$ cat config.mk
export PLATFORM = sky130hd
export DESIGN_NAME = pipe_fetch_unit_flat
export DESIGN_NICKNAME = d
export VERILOG_FILES = /design/src/rtl/pipe_fetch_pkg.sv /design/src/rtl/pipe_fetch_unit_if.sv /design/src/rtl/fetch_fifo.sv /design/src/rtl/pipe_fetch_unit.sv /design/src/flat_wrapper.sv
export SDC_FILE = /design/constraint.sdc
export NUM_CORES = 1
export LEC_CHECK = 0
export CAP_MARGIN = 25
export CORE_MARGIN = 4
export CORE_UTILIZATION = 42
export CTS_CLUSTER_SIZE = 25
export DETAILED_ROUTE_END_ITERATION = 8
export GPL_TIMING_DRIVEN = 0
export PLACE_DENSITY = 0.66
export SETUP_SLACK_MARGIN = 0.3
export SYNTH_ARGS = -nofsm -noshare
export SYNTH_HDL_FRONTEND = slang
export SYNTH_SLANG_ARGS = --single-unit
$ cat constraint.sdc
create_clock -name clock -period 3 [get_ports clock]
set_input_delay 0.9 -clock clock [delete_from_list [all_inputs] [get_ports clock]]
set_output_delay 0.9 -clock clock [all_outputs]
set_load 0.005 [all_outputs]
$ cat src/rtl/pipe_fetch_pkg.sv
// Shared definitions for the instruction-fetch stage: next-PC source
// encodings and the instruction word shown when no instruction is valid.
package pipe_fetch_pkg;

    typedef enum logic [1:0] {
        PCSRC_SEQ = 2'b00,  // refetch from the current fetch PC
        PCSRC_BR  = 2'b01,  // branch target
        PCSRC_REG = 2'b10,  // register target
        PCSRC_JMP = 2'b11   // jump target
    } pcsrc_e;

    localparam logic [31:0] INS_NOP = 32'h0;

endpackage

$ cat src/rtl/pipe_fetch_unit_if.sv
// Fetch-stage bus: instruction ROM request/response plus the
// valid/ready instruction handshake towards decode.
interface pipe_fetch_unit_if #(
    parameter int unsigned XLEN    = 32,
    parameter int unsigned IMEM_AW = 6
) ();

    logic               imem_req;
    logic [IMEM_AW-1:0] imem_addr;
    logic [XLEN-1:0]    imem_rdata;
    logic               ins_valid;
    logic               ins_ready;
    logic [XLEN-1:0]    ins;
    logic [XLEN-1:0]    pc;
    logic [XLEN-1:0]    pc4;

    // fetch unit side
    modport master (
        output imem_req, imem_addr, ins_valid, ins, pc, pc4,
        input  imem_rdata, ins_ready
    );

    // ROM + decode side
    modport slave (
        input  imem_req, imem_addr, ins_valid, ins, pc, pc4,
        output imem_rdata, ins_ready
    );

endinterface

$ cat src/rtl/fetch_fifo.sv
// Synchronous prefetch FIFO with push, pop and whole-queue flush.
// DEPTH must be a power of two so the pointers wrap naturally.
module fetch_fifo #(
    parameter int unsigned WIDTH = 64,
    parameter int unsigned DEPTH = 4,
    localparam int unsigned PTR_W = $clog2(DEPTH),
    localparam int unsigned CNT_W = $clog2(DEPTH + 1)
) (
    input  logic             clk,
    input  logic             rst_n,
    input  logic             push,
    input  logic [WIDTH-1:0] push_data,
    input  logic             pop,
    input  logic             flush,
    output logic [WIDTH-1:0] head_data,
    output logic [CNT_W-1:0] count,
    output logic             empty
);

    logic [WIDTH-1:0] mem_q [DEPTH];
    logic [WIDTH-1:0] mem_d [DEPTH];
    logic [PTR_W-1:0] wr_ptr_q, wr_ptr_d;
    logic [PTR_W-1:0] rd_ptr_q, rd_ptr_d;
    logic [CNT_W-1:0] count_q, count_d;
    logic             full;
    logic             push_ok;
    logic             pop_ok;

    assign full      = (count_q == CNT_W'(DEPTH));
    assign empty     = (count_q == '0);
    assign count     = count_q;
    assign head_data = mem_q[rd_ptr_q];
    assign push_ok   = push & (~full | pop);
    assign pop_ok    = pop & ~empty;

    // Next-state for storage, pointers and occupancy; flush wins over push/pop.
    always_comb begin
        mem_d    = mem_q;
        wr_ptr_d = wr_ptr_q;
        rd_ptr_d = rd_ptr_q;
        count_d  = count_q;
        if (flush) begin
            wr_ptr_d = '0;
            rd_ptr_d = '0;
            count_d  = '0;
        end else begin
            if (push_ok) begin
                mem_d[wr_ptr_q] = push_data;
                wr_ptr_d        = wr_ptr_q + PTR_W'(1);
            end
            if (pop_ok) begin
                rd_ptr_d = rd_ptr_q + PTR_W'(1);
            end
            case ({push_ok, pop_ok})
                2'b10:   count_d = count_q + CNT_W'(1);
                2'b01:   count_d = count_q - CNT_W'(1);
                default: count_d = count_q;
            endcase
        end
    end

    // State registers with asynchronous clear.
    always_ff @(posedge clk or negedge rst_n) begin
        if (!rst_n) begin
            mem_q    <= '{default: '0};
            wr_ptr_q <= '0;
            rd_ptr_q <= '0;
            count_q  <= '0;
        end else begin
            mem_q    <= mem_d;
            wr_ptr_q <= wr_ptr_d;
            rd_ptr_q <= rd_ptr_d;
            count_q  <= count_d;
        end
    end

endmodule

$ cat src/rtl/pipe_fetch_unit.sv
// Instruction-fetch stage: fetch PC, next-PC selection, 1-cycle ROM
// request tracking and a prefetch FIFO drained by decode.
module pipe_fetch_unit
    import pipe_fetch_pkg::*;
#(
    parameter int unsigned     XLEN       = 32,
    parameter int unsigned     IMEM_AW    = 6,
    parameter int unsigned     FIFO_DEPTH = 4,
    parameter logic [XLEN-1:0] RESET_PC   = '0
) (
    input  logic              clock,
    input  logic              resetn,
    input  logic              redirect,
    input  logic [1:0]        pcsource,
    input  logic [XLEN-1:0]   bpc,
    input  logic [XLEN-1:0]   da,
    input  logic [XLEN-1:0]   jpc,
    pipe_fetch_unit_if.master fif
);

    localparam int unsigned CNT_W = $clog2(FIFO_DEPTH + 1);

    logic [XLEN-1:0]   fpc_q, fpc_d;
    logic [XLEN-1:0]   tag_q, tag_d;
    logic              inflight_q, inflight_d;
    logic [XLEN-1:0]   target;
    logic [CNT_W-1:0]  fifo_count;
    logic [CNT_W:0]    credit_used;
    logic              fifo_empty;
    logic [2*XLEN-1:0] head;
    logic              issue;
    logic              push;
    logic              pop;

    // Redirect target selection; the sequential source refetches from fpc.
    always_comb begin
        target = fpc_q;
        case (pcsrc_e'(pcsource))
            PCSRC_SEQ: target = fpc_q;
            PCSRC_BR:  target = bpc;
            PCSRC_REG: target = da;
            PCSRC_JMP: target = jpc;
            default:   target = fpc_q;
        endcase
    end

    // Credit check counts the in-flight word, so every issued read has a FIFO slot.
    assign credit_used = {1'b0, fifo_count} + {{CNT_W{1'b0}}, inflight_q};
    assign issue       = resetn & ~redirect & (credit_used < (CNT_W + 1)'(FIFO_DEPTH));
    // A redirect in the response cycle kills the returning wrong-path word.
    assign push        = inflight_q & ~redirect;
    assign pop         = fif.ins_valid & fif.ins_ready;

    // Next fetch PC, in-flight flag and response tag.
    always_comb begin
        fpc_d      = fpc_q;
        tag_d      = tag_q;
        inflight_d = 1'b0;
        if (redirect) begin
            fpc_d = {target[XLEN-1:2], 2'b00};
        end else if (issue) begin
            fpc_d      = fpc_q + XLEN'(4);
            tag_d      = fpc_q;
            inflight_d = 1'b1;
        end
    end

    // Fetch-side registers with asynchronous clear.
    always_ff @(posedge clock or negedge resetn) begin
        if (!resetn) begin
            fpc_q      <= RESET_PC;
            tag_q      <= '0;
            inflight_q <= 1'b0;
        end else begin
            fpc_q      <= fpc_d;
            tag_q      <= tag_d;
            inflight_q <= inflight_d;
        end
    end

    fetch_fifo #(
        .WIDTH (2 * XLEN),
        .DEPTH (FIFO_DEPTH)
    ) u_fifo (
        .clk       (clock),
        .rst_n     (resetn),
        .push      (push),
        .push_data ({tag_q, fif.imem_rdata}),
        .pop       (pop),
        .flush     (redirect),
        .head_data (head),
        .count     (fifo_count),
        .empty     (fifo_empty)
    );

    assign fif.imem_req  = issue;
    assign fif.imem_addr = fpc_q[IMEM_AW+1:2];
    assign fif.ins_valid = ~fifo_empty;
    assign fif.ins       = fifo_empty ? XLEN'(INS_NOP) : head[XLEN-1:0];
    assign fif.pc        = fifo_empty ? '0 : head[2*XLEN-1:XLEN];
    assign fif.pc4       = fifo_empty ? '0 : head[2*XLEN-1:XLEN] + XLEN'(4);

endmodule

$ cat src/flat_wrapper.sv
// flat-port wrapper written by rule: the top's interface ports become plain ports
module pipe_fetch_unit_flat import pipe_fetch_pkg::*;
#(
    parameter int unsigned     XLEN       = 32,
    parameter int unsigned     IMEM_AW    = 6,
    parameter int unsigned     FIFO_DEPTH = 4,
    parameter logic [XLEN-1:0] RESET_PC   = '0
)
  (clock, resetn, redirect, pcsource, bpc, da, jpc, fif_imem_req, fif_imem_addr, fif_ins_valid, fif_ins, fif_pc, fif_pc4, fif_imem_rdata, fif_ins_ready);
  pipe_fetch_unit_if #(.XLEN(XLEN), .IMEM_AW(IMEM_AW)) fif_i ();
  input  logic clock;
  input  logic resetn;
  input  logic redirect;
  input  logic [1:0] pcsource;
  input  logic [XLEN-1:0] bpc;
  input  logic [XLEN-1:0] da;
  input  logic [XLEN-1:0] jpc;
  output wire logic [$bits(fif_i.imem_req)-1:0] fif_imem_req;
  output wire logic [$bits(fif_i.imem_addr)-1:0] fif_imem_addr;
  output wire logic [$bits(fif_i.ins_valid)-1:0] fif_ins_valid;
  output wire logic [$bits(fif_i.ins)-1:0] fif_ins;
  output wire logic [$bits(fif_i.pc)-1:0] fif_pc;
  output wire logic [$bits(fif_i.pc4)-1:0] fif_pc4;
  input wire logic [$bits(fif_i.imem_rdata)-1:0] fif_imem_rdata;
  input wire logic [$bits(fif_i.ins_ready)-1:0] fif_ins_ready;
  assign fif_imem_req = fif_i.imem_req;
  assign fif_imem_addr = fif_i.imem_addr;
  assign fif_ins_valid = fif_i.ins_valid;
  assign fif_ins = fif_i.ins;
  assign fif_pc = fif_i.pc;
  assign fif_pc4 = fif_i.pc4;
  assign fif_i.imem_rdata = fif_imem_rdata;
  assign fif_i.ins_ready = fif_ins_ready;
  pipe_fetch_unit #(.XLEN(XLEN), .IMEM_AW(IMEM_AW), .FIFO_DEPTH(FIFO_DEPTH), .RESET_PC(RESET_PC)) u_core (.clock(clock), .resetn(resetn), .redirect(redirect), .pcsource(pcsource), .bpc(bpc), .da(da), .jpc(jpc), .fif(fif_i));
endmodule
# [Word-level counts from Yosys, hierarchy flattened]
# Index checks and enable logic that the tools add are counted.
[word_totals] wordCells=71 ff_bits=328 output_inout_bits=104 input_bits=134
[op_classes] muxes=20 eq_ne=7 reduce_logical=10 add_sub_neg=7 bitwise=12 n_lt_le_gt_ge=4
[ops] op="$bwmux W256" count=1
[ops] op="$mux W64" count=3
[ops] op="$mux W32" count=5
[ops] op="$bmux W64 S2" count=1
[ops] op="$demux W64 S2" count=1
[ops] op="$pmux W32 S4" count=1
[ops] op="$add A32 B3 Y32 const B" count=2
[ops] op="$mux W2" count=4
[ops] op="$and A1 B1 Y1" count=6
[ops] op="$eq A2 B2 Y1 const B" count=3
[ops] op="$ge A3 B3 Y1 const B" count=2
[ops] op="$not A2 Y3" count=2
[ops] op="$pmux W3 S2" count=1
[ops] op="$reduce_and A2 Y1" count=3
[ops] op="$reduce_bool A2 Y1" count=3
[ops] op="$add A2 B1 Y2 const B" count=2
[ops] op="$add A3 B1 Y4" count=1
[ops] op="$eq A2 B1 Y1 const B" count=2
[ops] op="$lt A4 B3 Y1 const B" count=1
[ops] op="$add A3 B1 Y3 const B" count=1
[ops] op="$eq A3 B3 Y1 const B" count=1
[ops] op="$logic_not A3 Y1" count=1
[ops] op="$lt A3 B1 Y1 const B" count=1
[ops] op="$mux W3" count=1
[ops] op="8 further kinds" count=11

# [Depth between registers and ports, before layout]
[depth] ltp_word=8 depth_mapped=11 mapped_depth_nobuf=10

# [Cells and area by module]
# From an unflattened synthesis, not the netlist that was laid out.
[unflattened] cells_unflattened=1299 area_unflattened_um2=17010.1
[by_module_without_submodules] mod="fetch_fifo" cells_each=681 instances=1 area_each_um2=12250.5 seq_area_each_um2=6581.3
[by_module_without_submodules] mod="pipe_fetch_unit" cells_each=618 instances=1 area_each_um2=4759.6 seq_area_each_um2=1526.5

# [Worst setup path after synthesis]
# Ideal clock, no wire load.
[synth_timing] path_type="register to output" start="register u_core.u_fifo.rd_ptr_q[0]" end="output port fif_pc4[30]" path_slack_ns=-0.130 arrival_time_ns=2.230 path_buffers=3 required_time_ns=2.100 path_stages_with_launch=10 path_cell_list="dfrtp_1 buf_6 mux4_1 ha_1 and2_1 clkbuf_1 nand4_2 buf_2 or4_1 a21oi_1"
[synth_between] elab_chain_len=6
[synth_lines] item="from (decl)" line="fetch_fifo.sv:23" source="logic [PTR_W-1:0] rd_ptr_q, rd_ptr_d;"
[synth_lines] item="from (signal assigned)" line="fetch_fifo.sv:72" source="rd_ptr_q <= rd_ptr_d;"
[synth_lines] item="$not A2 Y3 (not written as such)" line="fetch_fifo.sv:32" source="assign head_data = mem_q[rd_ptr_q];"
[synth_lines] item="$bmux W64 S2" line="fetch_fifo.sv:32"
[synth_lines] item="$mux W64 (not written as such) (2 in series)" line="fetch_fifo.sv:32"
[synth_lines] item="$add A32 B3 Y32" line="pipe_fetch_unit.sv:101" source="assign fif.pc4 = fifo_empty ? '0 : head[2*XLEN-1:XLEN] + XLEN'(4);"
[synth_lines] item="$mux W32" line="pipe_fetch_unit.sv:101"
[synth_lines] item="to (decl)" line="flat_wrapper.sv:23" source="output wire logic [$bits(fif_i.pc4)-1:0] fif_pc4;"
# Every way passes these cells. The select of a mux whose other input is x is not followed.

# [Final worst setup path]
[layout_timing] start="register u_core.u_fifo.rd_ptr_q[0]" end="output port fif_pc4[31]"
# The elaborated chain is that of the path after synthesis.

==> summary.txt <==
Setup path
  – Setup crit end kind: primary output
  – WS Path Type: flip-flop to primary output
  – WP data arrival: 3120 ps
  – Worst-path fanout max: 4
  – Worst r2r src: u_core.u_fifo.count[1]$_DFFE_PN0P_
  – Critical path launch point: u_core.u_fifo.rd_ptr_q[0]$_DFFE_PN0P_
  – CP required: 2100 ps
  – Startpoint types: flip-flop

Floorplanning
  – Die W: 204.0 µm
  – Rows: 71
  – Core Area: 0.03776 mm²
  – Die Area: 0.04163 mm²
  – Initial Util: 42.75%
  – Die Y: 204.0 µm
  – Ports: 238

STA
  – Fin Hold WS: 237.6 ps
  – Minimum clock period: 4017 ps
  – Slew headroom: 30.26%
  – Worst-margin pin slew: 1041 ps
  – RSZ-0062 raised after global routing: true
  – Fmax: 248.9 MHz
  – Layout Skew: 20.01 ps
  – Final Hold Viols: 0
  – Fin. max-slew vios: 0
  – Final setup viols: 87
  – Tcrit/Tclk final: 133.9%
  – Final worst slack: -1017 ps

Synthesis
  – Top FF cell, synth: dfrtp_1
  – Sequential share of the synthesized area: 48.99%
  – Library cells used by synthesis: 63
  – Synth area leaders: dfrtp_1 49%, mux2_2 17%, mux4_2 5.7%
  – Number of synthesized flops with an enable pin: 0
  – Synth top area share: 48.99%
  – Synthesized cell area: 0.01614 mm²
  – Yosys top cell by area: dfrtp_1
  – Asr flop ratio synth: 100.0%
  – Post-Syn Instances: 1,300
  – Synth Register Bits: 316
  – Yosys warns: 0
  – Syn_area_per_cell: 12.42 µm²

Detailed routing
  – Routed wire length: 45,880 µm
  – Via density: 5.484
  – DR vias: 12,210
  – # DRC: 0
  – 1st-iter DRT viols: 871
  – TritonRoute pass-1 iters: 6
  – Post-route ant nets: 0
  – Average wire per standard cell: 20.60 µm

Flow run
  – Total of max-cap violations: 0

Run status
  – Failing checks: negative setup slack
  – Status: finished, violations left

Global route
  – Pin count of the biggest net entering global routing: 128
  – GRT overflow: 0
  – Global-route wire length before repair: 69,080 µm
  – Gr usage total: 20.66%
  – Initial antenna violation count: 1
  – Vias in the first global route: 12,520

Finish
  – Fillers: 3,075
  – Post-route cell area: 0.02202 mm²
  – Area growth syn-to-layout: 36.46%
  – Diode count: 0
  – Utilization after layout: 58.34%
  – Layout cells sized above 1: 45.63%
  – Final nets: 1,831

Clock tree
  – Clk_lat worst skew: 520 ps
  – Clock Tree Buf Depth: 3
  – Sink Count: 316
  – Max H-tree Level: 2
  – Root buf cell: clkbuf_16
  – Hold-fix buffers, CTS: 0
  – CTS clock-pin slew for the worst setup and hold paths: 60 ps
  – CTS tree: done
  – Num CTS Buffers: 36

Placement
  – Dpl ws: -1179 ps
  – Hpwl dp: 30,200 µm
  – GPL Wtd Cong: 0.9569
  – Placed Area: 0.01918 mm²
  – # port buffers: 224

Power
  – Power after layout: 16.04 mW
  – Cell area power density: 728.4 mW/mm²
  – Lkg Pwr: 10.10 nW
  – Worst IR Drop VDD: 367.2 µV

Worst hold path
  – Hold/Removal Path Class: input pin to asynchronous set/reset pin
## cell usage in the layout, fill, tap and decap left out, types with 7 or more instances in the layout
| master | count |
|---|---|
| a21oi_1 | 21 |
| a21oi_2 | 12 |
| a221oi_1 | 7 |
| a22oi_1 | 9 |
| and2_1 | 15 |
| and2_4 | 53 |
| and3_1 | 7 |
| buf_12 | 14 |
| buf_16 | 7 |
| buf_2 | 58 |
| buf_4 | 69 |
| buf_6 | 89 |
| buf_8 | 7 |
| clkbuf_1 | 33 |
| clkbuf_16 | 41 |
| clkbuf_2 | 41 |
| clkbuf_8 | 9 |
| clkdlybuf4s50_1 | 128 |
| dfrtp_1 | 315 |
| inv_1 | 9 |
| mux2_1 | 17 |
| mux2_2 | 243 |
| mux2i_1 | 21 |
| mux4_2 | 62 |
| nand2_1 | 136 |
| nand3_1 | 18 |
| nand4_1 | 18 |
| nor2_1 | 33 |
| nor3_1 | 10 |
| o21ai_0 | 32 |
| o221a_2 | 7 |
| o31ai_2 | 7 |
| or4_4 | 9 |
| xnor2_1 | 7 |
| xor2_1 | 16 |
## layer usage
metal / vias to the layer above / share of wire, % / global-route usage (%)
li1: 5524 / - / -
met3: 92 / 6.5 / 3.904
met2: 473 / 47 / 34.81
met1: 6123 / 43 / 27.83
met4: 0 / 3.1 / 5.264
met5: - / 0 / 0
## kinds of logic (layout without fill, tap and decap cells)
kind of cell	after synthesis	count (layout)	share of synthesized area (%)
AO/OA/AOI/OAI	139	139	5.845
XOR/XNOR	24	24	1.302
adder cells (fa/ha/maj)	7	7	0.5891
buffers and inverters	118	531	3.643
flip-flops	316	316	48.99
multiplexers	343	343	28.58
other	1	4	0.02323
AND/OR/NAND/NOR	352	352	11.02
## flip-flops by register name (all words and copies together) (netlist names)
signal / cells
u_core.u_fifo.mem_q: 248
u_core.fpc_q: 30
u_core.tag_q: 30
u_core.u_fifo.count: 3
u_core.u_fifo.rd_ptr_q: 2
u_core.u_fifo.wr_ptr_q: 2
u_core.inflight_q: 1
## timing repair
item | 4_1_cts | 5_1_grt
resized for setup | 370 | 250
gates cloned | 5 | 3
buffers inserted | 55 | 60
pin swaps | 38 | 43
endpoints found under the setup margin | 351 | 346
## path summary, 6_finish.rpt
kind | end | slack [ps] | depth (start not counted)
setup / recovery | fif_pc4[31] | -1020 | 10
hold / removal | u_core.u_fifo.mem_q[98]$_DFFE_PN0P_ | 240 | 1
setup reg to reg | u_core.u_fifo.count[2]$_DFFE_PN0P_ | 420 | 12
hold reg to reg | u_core.u_fifo.mem_q[61]$_DFFE_PN0P_ | 490 | 1
max in group asynchronous | u_core.tag_q[15]$_DFFE_PN0P_ | 1380 | 3
min in group clock | u_core.u_fifo.mem_q[61]$_DFFE_PN0P_ | 490 | 1
## through the flow
stage | instances | setup TNS (ps)
global route | 2227 | -53430
floorplan | 1303 | -166.6
finish | 2227 | -47930
CTS | 2164 | -52580
global placement | 2038 | -4868470
detailed placement | 2040 | -179790
## Yosys cell counts, types with 16 or more instances
master and number:
mux2_1 17, mux4_1 21, a21oi_1 33, buf_2 36
nand4_1 18, xor2_1 16, o21ai_0 32, clkbuf_1 42
nand3_1 23, nor2_1 38, mux2_2 243, dfrtp_1 316
mux2i_1 21, mux4_2 41, nand2_1 144, and2_1 68
## critical path, stage by stage, from the launching register on
cell     delay [ps]
dfrtp_2         440
buf_12          140
buf_16          130
buf_6           120
mux4_2          380
and4_4          250
nand4_4         120
buf_6           170
or4_4           530
a21oi_2         170
buf_2           150
## where the power goes
part           switching (mW)  internal, mW
clock                    1.75          2.83
sequential              0.671          5.24
combinational            2.29          3.26
## cell type report
type / count / area [µm²] / share of cell area [%]
Clock buffer: 52 / 1072 / 4.868
Sequential cell: 316 / 7909 / 35.91
Tap cell: 511 / 639.4 / 2.903
Buffer: 105 / 780.7 / 3.545
Timing Repair Buffer: 349 / 3376 / 15.33
Clock inverter: 12 / 175.2 / 0.7953
Inverter: 13 / 53.80 / 0.2443
Multi-Input combinational cell: 869 / 8019 / 36.41
Power figures use the tool's default switching activity.
==> RTL change 1 (same settings) <==
`XLEN` is set to 32 in 3 places; all go to 40.
--- a/src/rtl/pipe_fetch_unit_if.sv
+++ b/src/rtl/pipe_fetch_unit_if.sv
@@ -2,5 +2,5 @@
 // valid/ready instruction handshake towards decode.
 interface pipe_fetch_unit_if #(
-    parameter int unsigned XLEN    = 32,
+    parameter int unsigned XLEN    = 40,
     parameter int unsigned IMEM_AW = 6
 ) ();
--- a/src/rtl/pipe_fetch_unit.sv
+++ b/src/rtl/pipe_fetch_unit.sv
@@ -4,5 +4,5 @@
     import pipe_fetch_pkg::*;
 #(
-    parameter int unsigned     XLEN       = 32,
+    parameter int unsigned     XLEN       = 40,
     parameter int unsigned     IMEM_AW    = 6,
     parameter int unsigned     FIFO_DEPTH = 4,
--- a/src/flat_wrapper.sv
+++ b/src/flat_wrapper.sv
@@ -2,5 +2,5 @@
 module pipe_fetch_unit_flat import pipe_fetch_pkg::*;
 #(
-    parameter int unsigned     XLEN       = 32,
+    parameter int unsigned     XLEN       = 40,
     parameter int unsigned     IMEM_AW    = 6,
     parameter int unsigned     FIFO_DEPTH = 4,
Interface: changed (7 resized); port bits go from 238 to 294. The function was not compared with the original's and may differ.
==> RTL change 1 against the original RTL <==
The flow still finishes with violations (setup timing); combinational power grew 32%; global-route usage rose by 3.1 points; synthesized area rose by 25%; design area grew 29%; wire length increased by 40%; power grew 27%; sequential cell count grew 80; synthesized cell count up 24%; largest power group unchanged; count of clock-buffer cells in the layout is 9 higher; via count rose by 29%; critical endpoint is now fif_pc4[35]; worst setup slack got worse by 0.37 ns.
==> RTL change 1: results (changes against the original RTL) <==
* Status: complete, but fails checks (unchanged)
* Failing checks: setup timing (unchanged)
* Final #Nets at 2,302 (was 1,831)
* Post-Place Cell Area at 0.0239 sq mm (was 0.0192 sq mm)
* Arrival time worst endpoint at 3.49 ns (was 3.12 ns)
* Setup TNS at -83.46 ns (was -47.93 ns)
* # port buffers at 279 (was 224)
* Initial antenna violation count at 0 (was 1)
* Max IR drop VDD at 0.368 mV (was 0.367 mV)
* Global-route wire length before repair at 95.2 mm (was 69.1 mm)
* Placed cell count at 2,509 (was 2,040)
* Clk_skew at 0.0166 ns (was 0.0200 ns)
* Vias at 15,800 (was 12,200)
* Worst setup margin at -1.39 ns (was -1.02 ns)
* Yosys cell types at 72 (was 63)
* Hpwl dp at 41.6 mm (was 30.2 mm)
* Most frequent cells after synthesis: dfrtp_1 (396), mux2_2 (353), nand2_1 (180) (was dfrtp_1 (316), mux2_2 (243), nand2_1 (144))
* Largest net degree at the start of global routing at 107 (was 128)
* Fraction of layout cells with a size suffix above 1 at 49.1% (was 45.6%)
* Seq/Total Area, Yosys at 49.3% (was 49.0%)
* Area contributors post-synth: dfrtp_1 (49%), mux2_2 (20%), mux4_2 (7.7%) (was dfrtp_1 (49%), mux2_2 (17%), mux4_2 (5.7%))
* Placement Setup Slack at -2.20 ns (was -1.18 ns)
* TritonCTS buffer count at 43 (was 36)
* Drt total wl at 64.2 mm (was 45.9 mm)
* Top flop regs: u_core.u_fifo.mem_q (312), u_core.fpc_q (38), u_core.tag_q (38) (was u_core.u_fifo.mem_q (248), u_core.fpc_q (30), u_core.tag_q (30))
* Leak Pwr at 13.0 nW (was 10.1 nW)
* Final setup fails at 116 (was 87)
==> RTL change 1: cell count changes in the layout (fill, tap and decap cells not counted), sizes merged, moves of 10 or more <==
cell,change
buf,+101
mux2,+94
dfrtp,+80
nand2,+35
clkdlybuf4s50,+32
nor2,+19
mux4,+14
and2,+12
nand4,+12
o31ai,-10
==> RTL change 1: final timing paths <==
path | start | endpoint | slack [ns] | cells after the start
worst max register to register | u_core.u_fifo.count[1] | u_core.u_fifo.mem_q[59] | 0.32 | 8
min in group clock | u_core.u_fifo.mem_q[84] | u_core.u_fifo.mem_q[84] | 0.50 | 1
worst max-delay path | u_core.u_fifo.rd_ptr_q[0] | fif_pc4[35] | -1.39 | 9
worst min-delay path | resetn | u_core.u_fifo.mem_q[295] | 0.16 | 1
worst min register to register | u_core.u_fifo.mem_q[84] | u_core.u_fifo.mem_q[84] | 0.50 | 1
max in group asynchronous | resetn | u_core.fpc_q[7] | 1.83 | 3
==> RTL change 1: area by class of cell <==
cell class              count  area (sq um)
plain buffers             120           996
clock buffers              61          1310
inverters                  17          93.8
fillers                  3616         18600
multi-input cells        1085         10300
well taps                 607           759
repair buffers            466          4810
clock inverters            14           176
flip-flops and latches    396          9920
==> RTL change 1: critical path, cell delays in order, from the launching register on <==
cell     delay (ns)
dfrtp_2        0.43
buf_12         0.16
buf_12         0.15
mux4_2         0.41
nand4_4        0.12
or4_4          0.64
buf_6          0.17
or4_4          0.52
a21oi_2        0.16
buf_4          0.15
==> RTL change 1: timing repair <==
action,CTS,global route
hold buffers,0,0
gates resized for setup,774,164
pin swaps,61,34
setup buffers,120,46
cloned,12,4
endpoints found under the setup margin,462,198
==> RTL change 1: layer usage <==
layer,part of all wire [%],global-route usage (%)
met1,42,31.6
met2,47,38.8
met3,7.1,5.05
met4,4.1,8.60
met5,0,0
==> RTL change 1: cells by family after synthesis <==
logic type      count (synthesis)  share of synthesized area [%]
fa+ha+maj                       7                          0.473
buf+inv                       137                           3.31
compound gates                143                           4.94
flops                         396                           49.3
simple gates                  454                           11.3
mux                           457                           29.8
other cells                     1                         0.0186
xor+xnor                       20                          0.871
==> RTL change 1: where the power goes <==
part           internal, mW  switching (mW)
sequential             6.55           0.891
clock                  3.36            2.19
combinational          4.26            3.06
total                  14.2            6.14
==> RTL change 2 (same flow settings) <==
Without the edit above. Reset style: synchronous (`resetn` and `rst_n`), changed in 2 clocked blocks. Comments in the files are not updated.
--- a/src/rtl/fetch_fifo.sv
+++ b/src/rtl/fetch_fifo.sv
@@ -61,5 +61,5 @@
 
     // State registers with asynchronous clear.
-    always_ff @(posedge clk or negedge rst_n) begin
+    always_ff @(posedge clk) begin
         if (!rst_n) begin
             mem_q    <= '{default: '0};
--- a/src/rtl/pipe_fetch_unit.sv
+++ b/src/rtl/pipe_fetch_unit.sv
@@ -67,5 +67,5 @@
 
     // Fetch-side registers with asynchronous clear.
-    always_ff @(posedge clock or negedge resetn) begin
+    always_ff @(posedge clock) begin
         if (!resetn) begin
             fpc_q      <= RESET_PC;
Formal check against the unedited RTL: differs if resetn is asserted again (counterexample within 4 cycles, from zero or initial values and one cycle with resetn low); with resetn held inactive, the same outputs for 4 cycles.
==> RTL change 2 against the original RTL <==
The flow still finishes with violations (setup timing); worst setup slack got worse by 0.18 ns; synthesized area shrank 6.9%; design area shrank 4.1%; wire length grew 21%; sequential cell count unchanged; global-route usage increased by 6.1 points; hold slack better by 0.21 ns; critical path type unchanged; critical endpoint is now fif_pc4[27]; highest routed layer unchanged.
Power is not compared: it rests on default switching activity, and its combinational part moved more than twofold at a synthesized area within 25%.
==> RTL change 2: results (changes against the original RTL) <==
* Global-route wire length before repair at 83.6 mm (was 69.1 mm)
* Hpwl dp at 36.1 mm (was 30.2 mm)
* Flop-to-flop setup slack at 0.35 ns (was 0.42 ns)
* Met1 usage at 35.3% (was 27.8%)
* Initial antenna violation count at 0 (was 1)
* Number of global-route vias before repair at 15,100 (was 12,500)
* Hold_ws at 0.449 ns (was 0.238 ns)
* Worst setup margin at -1.20 ns (was -1.02 ns)
* Final #Nets at 2,400 (was 1,831)
* Via density at 5.65 (was 5.48)
* Worst reg2reg path depth at 14 (was 12)
* Most frequent cells after synthesis: nand2_1 (603), dfxtp_1 (316), a21oi_1 (310) (was dfrtp_1 (316), mux2_2 (243), nand2_1 (144))
* Post-Place Cell Area at 0.0180 sq mm (was 0.0192 sq mm)
* Met2 Usage GRT at 45.6% (was 34.8%)
* Final setup fails at 92 (was 87)
* First drt pass iteration count at 5 (was 6)
* Fraction of layout cells with a size suffix above 1 at 23.8% (was 45.6%)
* Drt total wl at 55.4 mm (was 45.9 mm)
* TritonCTS buffer count at 34 (was 36)
* Slew headroom at 41.9% (was 30.3%)
* Arrival time worst endpoint at 3.30 ns (was 3.12 ns)
* Min-Delay Path Class: flip-flop to flip-flop (was input pin to async pin)
* Seq/Total Area, Yosys at 42.1% (was 49.0%)
* Area contributors post-synth: dfxtp_1 (42%), nand2_1 (15%), a21oi_1 (10%) (was dfrtp_1 (49%), mux2_2 (17%), mux4_2 (5.7%))
* Fraction of registers with async set/reset at 0% (was 100%)
* Drt initial violations at 1,341 (was 871)
* Worst R2R Start: u_core.u_fifo.count[2] (was u_core.u_fifo.count[1])
* Yosys cell types at 64 (was 63)
* Met3 WL at 4.44 mm (was 3.00 mm)
* Top_reg_cell synth: dfxtp_1 (was dfrtp_1)
* Final GP Congestion at 0.898 (was 0.957)
* Largest net degree at the start of global routing at 14 (was 128)
* FF-to-FF End: u_core.u_fifo.count[2] (unchanged)
* Status: complete, but fails checks (unchanged)
* Failing checks: setup timing (unchanged)
* Post-CTS Setup Repair Bufs at 99 (was 55)
* Critical-path maximum fanout at 8 (was 4)
* Post-CTS sizing at 545 (was 370)
[RTL change 2: cell count changes after synthesis, moves of 9 or more]
cell / before / now
clkbuf_1: 42 / 126
nand2_1: 144 / 603
mux2_2: 243 / 26
mux2i_1: 21 / 11
a21oi_1: 33 / 310
nand3_1: 23 / 14
dfxtp_1: 0 / 316
mux4_1: 21 / 5
nor2_1: 38 / 51
mux4_2: 41 / 57
mux2_1: 17 / 1
or4_1: 15 / 6
buf_2: 36 / 7
dfrtp_1: 316 / 0
[RTL change 2: kinds of logic after synthesis]
family | Yosys count | share of synthesized area (%)
flip-flops | 316 | 42.1
multiplexers | 100 | 12.2
AND/OR/NAND/NOR | 828 | 23.9
XOR/XNOR | 22 | 1.28
buffers and inverters | 173 | 4.91
other | 1 | 0.0250
adder cells (fa/ha/maj) | 8 | 0.716
AO/OA/AOI/OAI | 403 | 14.9
[RTL change 2: final cells by class]
class                           instances  area [sq um]
Clock inverter                         10          85.1
Buffer                                154           945
Tap cell                              455           569
Timing Repair Buffer                  369          3710
Sequential cell                       316          6340
Clock buffer                           49           988
Multi-Input combinational cell       1365          8400
Inverter                               18          88.8
Fill cell                            2996         13800
[RTL change 2: worst max-delay path, stage by stage (launching register included)]
cell and delay [ns]:
dfxtp_4 0.36, buf_12 0.14, buf_12 0.13, mux4_2 0.39, buf_6 0.13, nand3_4 0.08
or4_4 0.56, buf_8 0.16, or4_1 0.48, a21oi_2 0.13, clkdlybuf4s15_2 0.21
[RTL change 2: where the power goes]
group	switching (mW)	internal, mW	total (mW)	leakage, nW
Clock	1.70	2.38	4.08	0.530
Sequential	0.0798	4.25	4.33	2.56
Combinational	0.414	0.372	0.786	4.49
Total	2.20	7.01	9.20	7.58
[RTL change 2: worst max-delay path by stage]
| stage | startpoint | end | slack (ns) | cells after the start |
|---|---|---|---|---|
| 5_1_grt | u_core.u_fifo.rd_ptr_q[1] | fif_pc4[27] | -1.29 | 8 |
| 6_report | u_core.u_fifo.rd_ptr_q[1] | fif_pc4[27] | -1.20 | 10 |
| 3_3_place_gp | u_core.u_fifo.count[2] | fif_pc4[31] | -1.24 | 6 |
| 4_1_cts | u_core.u_fifo.rd_ptr_q[1] | fif_pc4[31] | -1.16 | 8 |
| 3_5_place_dp | u_core.u_fifo.rd_ptr_q[1] | fif_pc4[31] | -1.22 | 7 |
| 2_1_floorplan | u_core.u_fifo.rd_ptr_q[1] | fif_pc4[25] | -0.17 | 7 |
[RTL change 2: per-stage QoR]
step	worst slack, ns	power (mW)	std cells	setup TNS [ns]
after floorplan	-0.170	4.75	1854	-1.14
after global placement	-1.24	5.13	2533	-171.84
after detailed placement	-1.22	5.13	2533	-177.85
after CTS	-1.16	9.20	2701	-56.97
after global routing	-1.29	9.46	2736	-65.43
final	-1.20	9.20	2736	-59.85
